$ cat src/rtl/key_pkg.sv
// ============================================================================
// Module      : key_pkg
// Description : Shared FSM state encoding and ms-to-cycle helper for the key debouncer.
// Revision    : 1.0 - initial release
// ============================================================================
`default_nettype none

package key_pkg;

  typedef enum logic [1:0] {
    RELEASED     = 2'd0,
    PRESS_WAIT   = 2'd1,
    HELD         = 2'd2,
    RELEASE_WAIT = 2'd3
  } key_state_t;

  // Clamped to one cycle so a very slow clock still gets a valid window.
  function automatic int ms_to_cycles(input int clk_hz, input int ms);
    int cyc;
    cyc = (clk_hz / 1000) * ms;
    if (cyc < 1) cyc = 1;
    return cyc;
  endfunction

endpackage

`default_nettype wire

$ cat src/rtl/key_debounce_channel.sv
// ============================================================================
// Module      : key_debounce_channel
// Description : One key: 2-flop synchroniser, debounce FSM, level and pulse outputs.
//               Optional auto-repeat enabled by KEY_DEBOUNCER_AUTOREPEAT_EN.
// Revision    : 1.0 - initial release
// ============================================================================
`default_nettype none

module key_debounce_channel
  import key_pkg::*;
#(
  parameter int CLK_HZ        = 50_000_000,
  parameter int DEBOUNCE_MS   = 20,
  parameter int REPEAT_DLY_MS = 500,
  parameter int REPEAT_PER_MS = 100
) (
  input  logic clk,
  input  logic reset_n,
  input  logic key,
  output logic key_level,
  output logic key_press,
  output logic key_release
);

  localparam int c_db = ms_to_cycles(CLK_HZ, DEBOUNCE_MS);
  localparam int c_cw = $clog2(c_db + 1);
  localparam logic [c_cw-1:0] c_db_last = c_cw'(c_db - 1);
  localparam logic [c_cw-1:0] c_cnt_one = c_cw'(1);
  localparam int c_rd = ms_to_cycles(CLK_HZ, REPEAT_DLY_MS);
  localparam int c_rp = ms_to_cycles(CLK_HZ, REPEAT_PER_MS);

  logic            r_sync1, r_sync2;
  key_state_t      r_state, w_state_nxt;
  logic [c_cw-1:0] r_cnt, w_cnt_nxt;
  logic            r_level, w_level_nxt;
  logic            r_press, w_press_nxt;
  logic            r_release, w_release_nxt;
  logic            w_s;
  logic            w_rpt_pulse;

  assign w_s = ~r_sync2;

  always_ff @(posedge clk or negedge reset_n) begin
    if (!reset_n) begin
      r_sync1   <= 1'b1;
      r_sync2   <= 1'b1;
      r_state   <= RELEASED;
      r_cnt     <= '0;
      r_level   <= 1'b0;
      r_press   <= 1'b0;
      r_release <= 1'b0;
    end else begin
      r_sync1   <= key;
      r_sync2   <= r_sync1;
      r_state   <= w_state_nxt;
      r_cnt     <= w_cnt_nxt;
      r_level   <= w_level_nxt;
      r_press   <= w_press_nxt | w_rpt_pulse;
      r_release <= w_release_nxt;
    end
  end

  // Any disagreement with the pending level restarts the full window.
  always_comb begin
    w_state_nxt   = r_state;
    w_cnt_nxt     = r_cnt;
    w_level_nxt   = r_level;
    w_press_nxt   = 1'b0;
    w_release_nxt = 1'b0;
    case (r_state)
      RELEASED: begin
        if (w_s) begin
          w_state_nxt = PRESS_WAIT;
          w_cnt_nxt   = '0;
        end
      end
      PRESS_WAIT: begin
        if (!w_s) begin
          w_state_nxt = RELEASED;
          w_cnt_nxt   = '0;
        end else if (r_cnt == c_db_last) begin
          w_state_nxt = HELD;
          w_cnt_nxt   = '0;
          w_level_nxt = 1'b1;
          w_press_nxt = 1'b1;
        end else begin
          w_cnt_nxt = r_cnt + c_cnt_one;
        end
      end
      HELD: begin
        if (!w_s) begin
          w_state_nxt = RELEASE_WAIT;
          w_cnt_nxt   = '0;
        end
      end
      RELEASE_WAIT: begin
        if (w_s) begin
          w_state_nxt = HELD;
          w_cnt_nxt   = '0;
        end else if (r_cnt == c_db_last) begin
          w_state_nxt   = RELEASED;
          w_cnt_nxt     = '0;
          w_level_nxt   = 1'b0;
          w_release_nxt = 1'b1;
        end else begin
          w_cnt_nxt = r_cnt + c_cnt_one;
        end
      end
      default: begin
        w_state_nxt = RELEASED;
        w_cnt_nxt   = '0;
      end
    endcase
  end

`ifdef KEY_DEBOUNCER_AUTOREPEAT_EN
  localparam int c_rw = $clog2(c_rd + 1);
  localparam logic [c_rw-1:0] c_rd_last   = c_rw'(c_rd - 1);
  // Reloading to RD-RP makes every later pulse RP cycles apart.
  localparam logic [c_rw-1:0] c_rd_reload = c_rw'((c_rd > c_rp) ? (c_rd - c_rp) : 0);
  localparam logic [c_rw-1:0] c_rcnt_one  = c_rw'(1);

  logic [c_rw-1:0] r_rcnt, w_rcnt_nxt;
  logic            w_in_hold;

  assign w_in_hold   = (r_state == HELD) && w_s;
  assign w_rpt_pulse = w_in_hold && (r_rcnt == c_rd_last);

  always_comb begin
    w_rcnt_nxt = '0;
    if (w_in_hold) begin
      if (r_rcnt == c_rd_last) w_rcnt_nxt = c_rd_reload;
      else                     w_rcnt_nxt = r_rcnt + c_rcnt_one;
    end
  end

  always_ff @(posedge clk or negedge reset_n) begin
    if (!reset_n) r_rcnt <= '0;
    else          r_rcnt <= w_rcnt_nxt;
  end
`else
  logic w_unused_rpt;
  assign w_unused_rpt = ^{c_rd, c_rp};
  assign w_rpt_pulse  = 1'b0;
`endif

  assign key_level   = r_level;
  assign key_press   = r_press;
  assign key_release = r_release;

endmodule

`default_nettype wire

$ cat src/rtl/key_debouncer.sv
// ============================================================================
// Module      : key_debouncer
// Description : N_KEYS independent debounced key channels for active-low buttons.
//               Auto-repeat on held keys when KEY_DEBOUNCER_AUTOREPEAT_EN is defined.
// Revision    : 1.0 - initial release
// ============================================================================
`default_nettype none

module key_debouncer
  import key_pkg::*;
#(
  parameter int N_KEYS        = 4,
  parameter int CLK_HZ        = 50_000_000,
  parameter int DEBOUNCE_MS   = 20,
  parameter int REPEAT_DLY_MS = 500,
  parameter int REPEAT_PER_MS = 100
) (
  input  logic              clk,
  input  logic              reset_n,
  input  logic [N_KEYS-1:0] key,
  output logic [N_KEYS-1:0] key_level,
  output logic [N_KEYS-1:0] key_press,
  output logic [N_KEYS-1:0] key_release
);

  for (genvar gi = 0; gi < N_KEYS; gi++) begin : g_chan
    key_debounce_channel #(
      .CLK_HZ        (CLK_HZ),
      .DEBOUNCE_MS   (DEBOUNCE_MS),
      .REPEAT_DLY_MS (REPEAT_DLY_MS),
      .REPEAT_PER_MS (REPEAT_PER_MS)
    ) u_chan (
      .clk         (clk),
      .reset_n     (reset_n),
      .key         (key[gi]),
      .key_level   (key_level[gi]),
      .key_press   (key_press[gi]),
      .key_release (key_release[gi])
    );
  end

endmodule

`default_nettype wire
$ cat config.mk
export PLATFORM = sky130hd
export DESIGN_NAME = key_debouncer
export DESIGN_NICKNAME = d
export VERILOG_FILES = /design/src/rtl/key_pkg.sv /design/src/rtl/key_debounce_channel.sv /design/src/rtl/key_debouncer.sv
export SDC_FILE = /design/constraint.sdc
export NUM_CORES = 1
export LEC_CHECK = 0
export ABC_AREA = 1
export BUFFER_PORTS_ARGS = -buffer_cell sky130_fd_sc_hd__buf_2
export CAP_MARGIN = 25
export CORE_UTILIZATION = 30
export CTS_BUF_LIST = sky130_fd_sc_hd__clkbuf_2 sky130_fd_sc_hd__clkbuf_4 sky130_fd_sc_hd__clkbuf_8
export CTS_CLUSTER_SIZE = 8
export DETAILED_ROUTE_END_ITERATION = 10
export GPL_ROUTABILITY_DRIVEN = 0
export SLEW_MARGIN = 20
export SYNTH_ARGS = -nofsm -noshare
export SYNTH_HDL_FRONTEND = slang
export SYNTH_SLANG_ARGS = --single-unit
$ cat constraint.sdc
create_clock -name clk -period 1.6 [get_ports clk]
set_input_delay 0.48 -clock clk [delete_from_list [all_inputs] [get_ports clk]]
set_output_delay 0.48 -clock clk [all_outputs]
set_load 0.01 [all_outputs]
* Yosys cells after proc, flatten, opt, wreduce, memory -nomap -nowiden
Cells that the tools add are included.
Storage, ports and cells: output and inout port bits 12, logic and storage cells 192, register bits after elaboration 108
Operators by class: mux-type cells 92, equality and inequality tests 48, reductions and logical operators 20, add/subtract/negate cells 4
Operators with widths (count):
- 2-to-1 mux 20 bit | 20
- case mux 20 bit (4 select lines) | 4
- adder 20 x 1 -> 20 bit, second input constant | 4
- equality test 20 bit, second input constant | 4
- 2-to-1 mux 2 bit | 24
- 2-to-1 mux 1 bit | 36
- inequality test 2 x 1 -> 1 bit, second input constant | 16
- case mux 2 bit (4 select lines) | 4
- AND reduction 5 bit | 4
- equality test 2 bit, second input constant | 8
- inequality test 2 bit, second input constant | 8
- AND reduction 4 bit | 4
- inequality test 3 x 1 -> 1 bit, second input constant | 4
- inequality test 3 bit, second input constant | 4
- equality test 2 x 1 -> 1 bit, second input constant | 4
- zero test 2 bit | 4
- case mux 1 bit (2 select lines) | 4
- AND reduction 2 bit | 4
- nonzero test 2 bit | 4

* Depth between registers and ports, before layout
Gate-level depths: netlist of the first run.
depth after elaboration 4, depth in mapped cells 11, depth with buffers taken out 10

* Cells and area by module
Synthesis of the first run repeated with hierarchy kept, for this count alone.
Second synthesis, totals: cells, all modules 834, area total of the unflattened synthesis 6520.0 um^2
By module, submodules not included:
- key_debounce_channel at g_chan[0].u_chan ... | instances 3, cells an instance 211, sequential area each 678.2 um^2, area each 1639.1 um^2
- key_debounce_channel at g_chan[3].u_chan | instances 1, cells an instance 201, sequential area each 678.2 um^2, area each 1602.8 um^2

* Least setup slack after synthesis of the first run
Ideal clock, no wire load.
path kind reg2reg, start point reg g_chan[3].u_chan.r_cnt[0], end point reg g_chan[3].u_chan.r_cnt[18], stages on the path, launching flop included 12, setup time 116 ps, path slack 129 ps, arrival time 1354 ps, path buffers 1, path through dfrtp_1 > ha_1 > nand2_2 > nor2_4 > inv_2 > nor2_8 > nand3_4 > nand2_4 > buf_6 > nor2_1 > nand2_1 > nand2_1
On the way: longest elaborated chain between the ends 4
Ends and longest elaborated chain:
- start, declared | line key_debounce_channel.sv:34 | logic [c_cw-1:0] r_cnt, w_cnt_nxt;
- start signal, assigned | line key_debounce_channel.sv:56 | r_cnt <= w_cnt_nxt;
- adder 20 x 1 -> 20 bit or equality test 20 bit (tied branches)
- 2-to-1 mux 20 bit (*) | line key_debounce_channel.sv:81, key_debounce_channel.sv:100
- 2-to-1 mux 20 bit, on equally long branches | line key_debounce_channel.sv:97, key_debounce_channel.sv:78
- case mux 20 bit (4 select lines) (*) | line key_debounce_channel.sv:70 | case (r_state)
Mark *: on every way between the ends. The rest lies on a longest branch, timed or not. A chain may end at the register's enable or synchronous reset.

* Worst setup path after layout of the first run
start point reg g_chan[3].u_chan.r_cnt[1], end point reg g_chan[3].u_chan.r_cnt[0]
On the way: longest elaborated chain between the ends 4
Ends and longest elaborated chain (line):
- equality test 20 bit (*) | key_debounce_channel.sv:81, key_debounce_channel.sv:100
- 2-to-1 mux 20 bit (*) | key_debounce_channel.sv:81, key_debounce_channel.sv:100
- 2-to-1 mux 20 bit, on equally long branches | key_debounce_channel.sv:97, key_debounce_channel.sv:78
- case mux 20 bit (4 select lines) (*) | key_debounce_channel.sv:70
Marks and branches as above.

==> reports/qor.yml, run 1 <==
run_status:
  outcome: "finished, final reports clean"
detailed_routing:
  detail_route.iter0.violations: 248
  vias_per_cell: 4.60
  wl_met1_um: 6470
  vias: 5161
  wl_met2_um: 6150
  topRoutingLayerUsed: "met4"
  wl_per_cell_um: 11.9
  drtPass1Iterations: 4
  ant_nets: 0
  route.detailed.drc: 0
  dr_wl_met3_um: 526
  drt-total-wl_um: 13300
sta:
  holdWs_ps: 179
  tightest_slew_ps: 382
  slew_viol_final: 0
  finalClockSkew_ps: 24.6
  min_period_ps: 1520
  fmax_ghz: 0.658
  period_share_pct: 95.0
  slew_headroom_pct: 74.3
  timing.final.setup_violations: 0
  finalHoldViolations: 0
cells_and_area:
  nFillCells: 2056
  antenna_cells: 0
  nets: 861
  final_util_pct: 35.9
  drive_gt1_share_pct: 17.1
  area_delta_synth_final_pct: 16.6
global_route:
  grt_pass1_wl_um: 22500
  grtUsageTotal_pct: 13.8
  grt_pass1_vias: 4852
  overflow: 0
  antenna_found_initial: 0
  grt_max_degree: 43
hold_path:
  hold_end: "g_chan[1].u_chan.r_sync1"
  holdPathStages: 1
  hold_start: "key[1]"
  min-delay-path-class: "in2reg"
setup_path:
  arrival_ps: 1820
  r2r_end: "g_chan[3].u_chan.r_cnt[0]"
  r2r_start: "g_chan[3].u_chan.r_cnt[1]"
  setup.worst_path.class: "reg2reg"
  path_max_fanout: 8
  rrSetupSlack_ps: 80
  startpoint_type: "flop"
  endpoint_kind: "flop"
  ff2ff_path_depth: 9
  critPathRequiredTime_ps: 1900
floorplanning:
  die_area_sq_um: 20600
  die_w_um: 143
  pin_count: 18
  die_y_um: 143
  start_util_pct: 30.8
  core_sq_um: 19500
  rows: 51
clock_network:
  cts-root-buf: "clkbuf_8"
  worstSkewPairLatency_ps: 400
  clockBufferDepth: 2
  numCtsBuffers: 9
  htreeDepth: 3
  cts_tree: "built"
  cts_sinks: 108
  clkTransAtPathRegs_ps: 100
synth:
  synthesis.instances: 798
  seq_area_frac_synth_pct: 45.2
  synth.yosys.warnings: 0
  syn_nets: 808
  yosys.area.top_type: "dfrtp_1"
  synth.distinct_cells: 35
  synth.ff_latch_count: 108
  syn_area_per_cell_sq_um: 7.52
  syn_area_sq_um: 6000
  synthTopCellsByArea: "dfrtp_1, nand2_1, inv_1"
  synth_top_area_share_pct: 41.7
pwr:
  vdd_drop_max_mv: 0.382
  leakage_nw: 3.14
  cellPowerDensity_nw_per_um2: 777
  total_power_mw: 5.44
placement:
  numPortBuffers: 17
  hpwl_um: 9630
flow_run:
  drv_cap: 0
[cells in the final DEF (no fill, tap or decap), types with 5 or more instances in the layout]
cell,netlist,routed
nor2_4,3,8
xnor2_1,5,5
dfrtp_2,0,5
nor3_1,15,14
dfrtp_1,100,95
buf_2,6,16
nand3_1,68,65
nand2_2,5,7
o22ai_1,22,22
nand3_2,3,5
inv_2,8,9
nand2_1,222,219
clkbuf_8,0,10
inv_1,100,98
o21bai_1,5,5
o21ai_0,37,37
xor2_1,20,20
dfstp_2,8,8
a21oi_1,19,18
nand4_1,26,26
buf_4,13,43
nor2_1,83,74
nor2_2,9,13
[Yosys cell counts, drive strengths merged]
cell type / count
dfstp: 8
nand3b: 2
dfrtp: 100
buf: 21
o2111ai: 1
nand3: 72
nor2: 96
inv: 108
o21ai: 40
nand2: 228
xnor2: 5
xor2: 20
and2: 1
ha: 4
o31ai: 1
o21bai: 5
a31oi: 1
clkbuf: 1
a21oi: 19
nor3: 17
nand4: 26
o22ai: 22
[repair_timing]
action	CTS	global route
gates resized for setup	0	38
hold buffers	1	0
endpoints found under the setup margin	1	64
endpoints found under the hold margin	6	0
gates cloned	0	0
pin swaps	0	12
setup buffers	1	5
[how the worst max path moves through the flow]
stage	from	to	slack (ps)	depth (start not counted)
6_report	g_chan[3].u_chan.r_cnt[1]	g_chan[3].u_chan.r_cnt[0]	80	9
5_1_grt	g_chan[3].u_chan.r_cnt[1]	g_chan[3].u_chan.r_cnt[9]	-20	9
4_1_cts	g_chan[0].u_chan.r_cnt[1]	g_chan[0].u_chan.r_cnt[12]	0.9	8
3_5_place_dp	g_chan[3].u_chan.r_cnt[0]	g_chan[3].u_chan.r_cnt[10]	30	10
3_3_place_gp	g_chan[1].u_chan.r_cnt[0]	g_chan[1].u_chan.r_cnt[16]	70	8
2_1_floorplan	g_chan[3].u_chan.r_cnt[0]	g_chan[3].u_chan.r_cnt[18]	130	11
[critical path, cell delays in order (launching register included)]
cell and delay, ps:
dfrtp_1 420, ha_4 180, nand2_2 90, nor2_4 40, inv_2 100, nor2_8 40, nand3_4 130, nand2_8 90
buf_4 150, o21ai_0 180
[cell type report]
class	instances	area, sq um	area share (%)
Timing Repair Buffer	64	484	6.91
Inverter	108	408	5.82
Tap cell	265	332	4.73
Multi-Input combinational cell	560	2850	40.8
Clock buffer	13	160	2.29
Clock inverter	3	46.3	0.661
Sequential cell	108	2720	38.8
[registers in the layout (all words and copies together), names as in the netlist, named ones only]
signal / flops
g_chan.u_chan.key_level: 4
g_chan.u_chan.r_state: 4
g_chan.u_chan.key_release: 4
g_chan.u_chan.r_sync2: 4
g_chan.u_chan.key_press: 4
g_chan.u_chan.r_cnt: 80
g_chan.u_chan.r_sync1: 4
[logic make-up after synthesis]
| family | Yosys count | synth area share [%] |
|---|---|---|
| AOI/OAI and AO/OA | 89 | 8.21 |
| adders and majority gates | 4 | 0.834 |
| DFF | 108 | 45.2 |
| xor gates and xnor gates | 25 | 3.65 |
| and+or+nand+nor | 442 | 32.8 |
| buffers and inverters | 130 | 9.31 |
[routing by layer]
metal	vias up	GRT usage [%]
met4	0	3.75
met1	2396	18.2
li1	2666	-
met2	85	22.1
met5	-	0
met3	14	3.53
[power by group]
group	leakage, nW	internal [mW]	switching, mW
Clock	0.105	0.827	0.965
Sequential	1.46	2.83	0.0856
Combinational	1.57	0.253	0.480
[metrics by stage]
stage | area (sq um) | TNS (ps) | setup WS (ps) | instances
global placement | 6610 | 0 | 66.4 | 1098
detailed placement | 6610 | 0 | 25.8 | 1098
finish | 7000 | 0 | 80.6 | 1121
floorplan | 6000 | 0 | 129 | 798
CTS | 6830 | 0 | 0.865 | 1116
global route | 7000 | -86.7 | -24.7 | 1121
Note: power is estimated with default switching activity, not from simulation.
==> inputs of run 2 (changes only) <==
Settings changed: ABC_AREA 1 to 0.
==> reports/qor.yml, run 2 <==
run_status:
  outcome: "finished with violations"
  violations: "design-rule violations, negative setup slack"
cells_and_area:
  regMostFlops: "g_chan.u_chan.r_cnt"
  largest_register_ffs: 80
  final_common_cell: "buf_4"
  nets: 825
  final_cell_mix: "buf_4, dfrtp_1, nand2_1, a31oi_1, buf_6"
  final_area_sq_um: 8930
  area_delta_synth_final_pct: 59.6
  fin_cells: 1049
  antenna_cells: 0
  drive_gt1_share_pct: 52.3
sta:
  slew_headroom_pct: 64.5
  grt_setup_unrepaired: "true"
  tightest_slew_ps: 532
  timing.final.setup_violations: 96
  holdWs_ps: 78.7
  period_share_pct: 123
  finalClockSkew_ps: 13.8
  min_period_ps: 1960
  setup_ws_ps: -364
  fmax_ghz: 0.509
  slew_viol_final: 0
  finalHoldViolations: 0
setup_path:
  worst-path-stages: 6
  worstPathCellList: "or3b_4 -> nor4_4 -> buf_4 -> and3_4 -> nand2_2 -> a221o_1"
  setup.worst_path.class: "reg2reg"
  critPathBufInv: 1
  arrival_ps: 2250
  startpoint_type: "flop"
  path_max_fanout: 3
  rrSetupSlack_ps: -360
  critPathRequiredTime_ps: 1890
  endpoint_kind: "flop"
  critPathMaxStageDelay_ps: 400
  cp_top_family: "simple AND/OR/NAND/NOR gates"
  ff2ff_path_depth: 6
  cp_slowest_cell: "or3b_4"
synth:
  syn_area_sq_um: 5600
  yosysMostFrequentCell: "dfrtp_1"
  synthTopCellsByArea: "dfrtp_1, a31oi_1, nand2_1"
  async_flop_share_pct: 100
  seq_area_frac_synth_pct: 48.5
  syn_nets: 612
  synth_top_area_share_pct: 44.7
  synth_edf_count: 0
  synth.ff_latch_count: 108
  syn_area_per_cell_sq_um: 9.30
  ys.flop_type: "dfrtp_1"
  yosys.area.top_type: "dfrtp_1"
  yosys-top-cells-count: "dfrtp_1, nand2_1, a31oi_1, a21oi_1, nand3_1"
  synth.distinct_cells: 60
  synthesis.instances: 602
  synth.yosys.warnings: 0
floorplanning:
  die_area_sq_um: 19200
  die_y_um: 139
  die_w_um: 139
  core_sq_um: 18100
  start_util_pct: 30.8
  pin_count: 18
  rows: 49
clock_network:
  ctsHoldBuffers: 0
  htreeDepth: 3
  cts_tree: "built"
  clkTransAtPathRegs_ps: 110
  cts_sinks: 108
  numCtsBuffers: 9
  worstSkewPairLatency_ps: 390
  clockBufferDepth: 2
  cts-root-buf: "clkbuf_8"
pwr:
  total_power_mw: 6.04
  cellPowerDensity_nw_per_um2: 676
  vdd_drop_max_mv: 0.320
  leakage_nw: 3.95
placement:
  place_area_sq_um: 7290
  placed_cells: 968
  dp_slack_ps: -376
  hpwl_um: 9570
  numPortBuffers: 17
detailed_routing:
  vias_per_cell: 5.37
  drtPass1Iterations: 8
  vias: 5638
  wl_per_cell_um: 15.6
  detail_route.iter0.violations: 372
  drt-total-wl_um: 16300
  ant_nets: 0
  route.detailed.drc: 4
flow_run:
  drv_cap: 0
global_route:
  grt_pass1_wl_um: 27400
  grt_max_degree: 59
  grtUsageTotal_pct: 17.3
  grt_pass1_vias: 5824
  overflow: 0
  antenna_found_initial: 0
hold_path:
  min-delay-path-class: "in2async"
## run 2: logic make-up (layout without fill, tap and decap cells)
logic type	Yosys count	in the layout	share of synthesized area (%)
compound gates	178	184	20.3
xor+xnor	5	5	0.782
fa+ha+maj	4	4	0.894
buf+inv	49	261	4.67
flops	108	108	48.5
mux	3	3	0.581
simple gates	255	255	24.3
## run 2: worst reg2reg max path: cells and delay by family, from the launching register on
family | cells | cell delay, ps
AOI/OAI and AO/OA | 1 | 300
buffers and inverters | 1 | 190
and+or+nand+nor | 4 | 1000
DFF | 1 | 390
## run 2: cell type report
| type | instances | area, sq um |
|---|---|---|
| clock inverters | 5 | 60.1 |
| fillers | 1540 | 9210 |
| well taps | 229 | 287 |
| repair buffers | 231 | 2050 |
| inverters | 14 | 52.6 |
| clock buffers | 11 | 151 |
| flip-flops and latches | 108 | 2710 |
| multi-input cells | 451 | 3620 |
## run 2: metal layers
metal	wire length [um]	track usage, %	vias up
met5	0	0	-
met4	240	6.98	0
met3	506	2.59	21
met2	8530	30.2	105
met1	7050	21.4	2829
li1	-	-	2683
## run 2: final timing paths
kind	from	to
max	g_chan[2].u_chan.r_cnt[6]	g_chan[2].u_chan.key_level
min	reset_n	g_chan[2].u_chan.r_cnt[9]
max reg2reg	g_chan[2].u_chan.r_cnt[6]	g_chan[2].u_chan.key_level
min reg2reg	g_chan[3].u_chan.r_sync1	g_chan[3].u_chan.r_sync2
max in group asynchronous	reset_n	g_chan[3].u_chan.r_sync1
min in group clk	key[2]	g_chan[2].u_chan.r_sync1
## run 2: power by group
group | internal [mW] | switching [mW] | total [mW]
clock | 0.813 | 0.998 | 1.81
sequential | 2.82 | 0.113 | 2.93
combinational | 0.671 | 0.624 | 1.29
total | 4.30 | 1.74 | 6.04
## run 2: repair_timing
| item | in CTS | in global routing |
|---|---|---|
| pin swaps | 60 | 53 |
| resized for setup | 106 | 92 |
| gates cloned | 15 | 0 |
| buffers inserted | 39 | 22 |
| endpoints found under the setup margin | 87 | 99 |
## run 2: metrics by stage
stage	TNS (ps)	utilization, %
finish	-13000	49.2
global route	-21160	49.2
CTS	-14940	46.9
detailed placement	-15010	40.2
global placement	-11790	40.2
floorplan	-8890	-
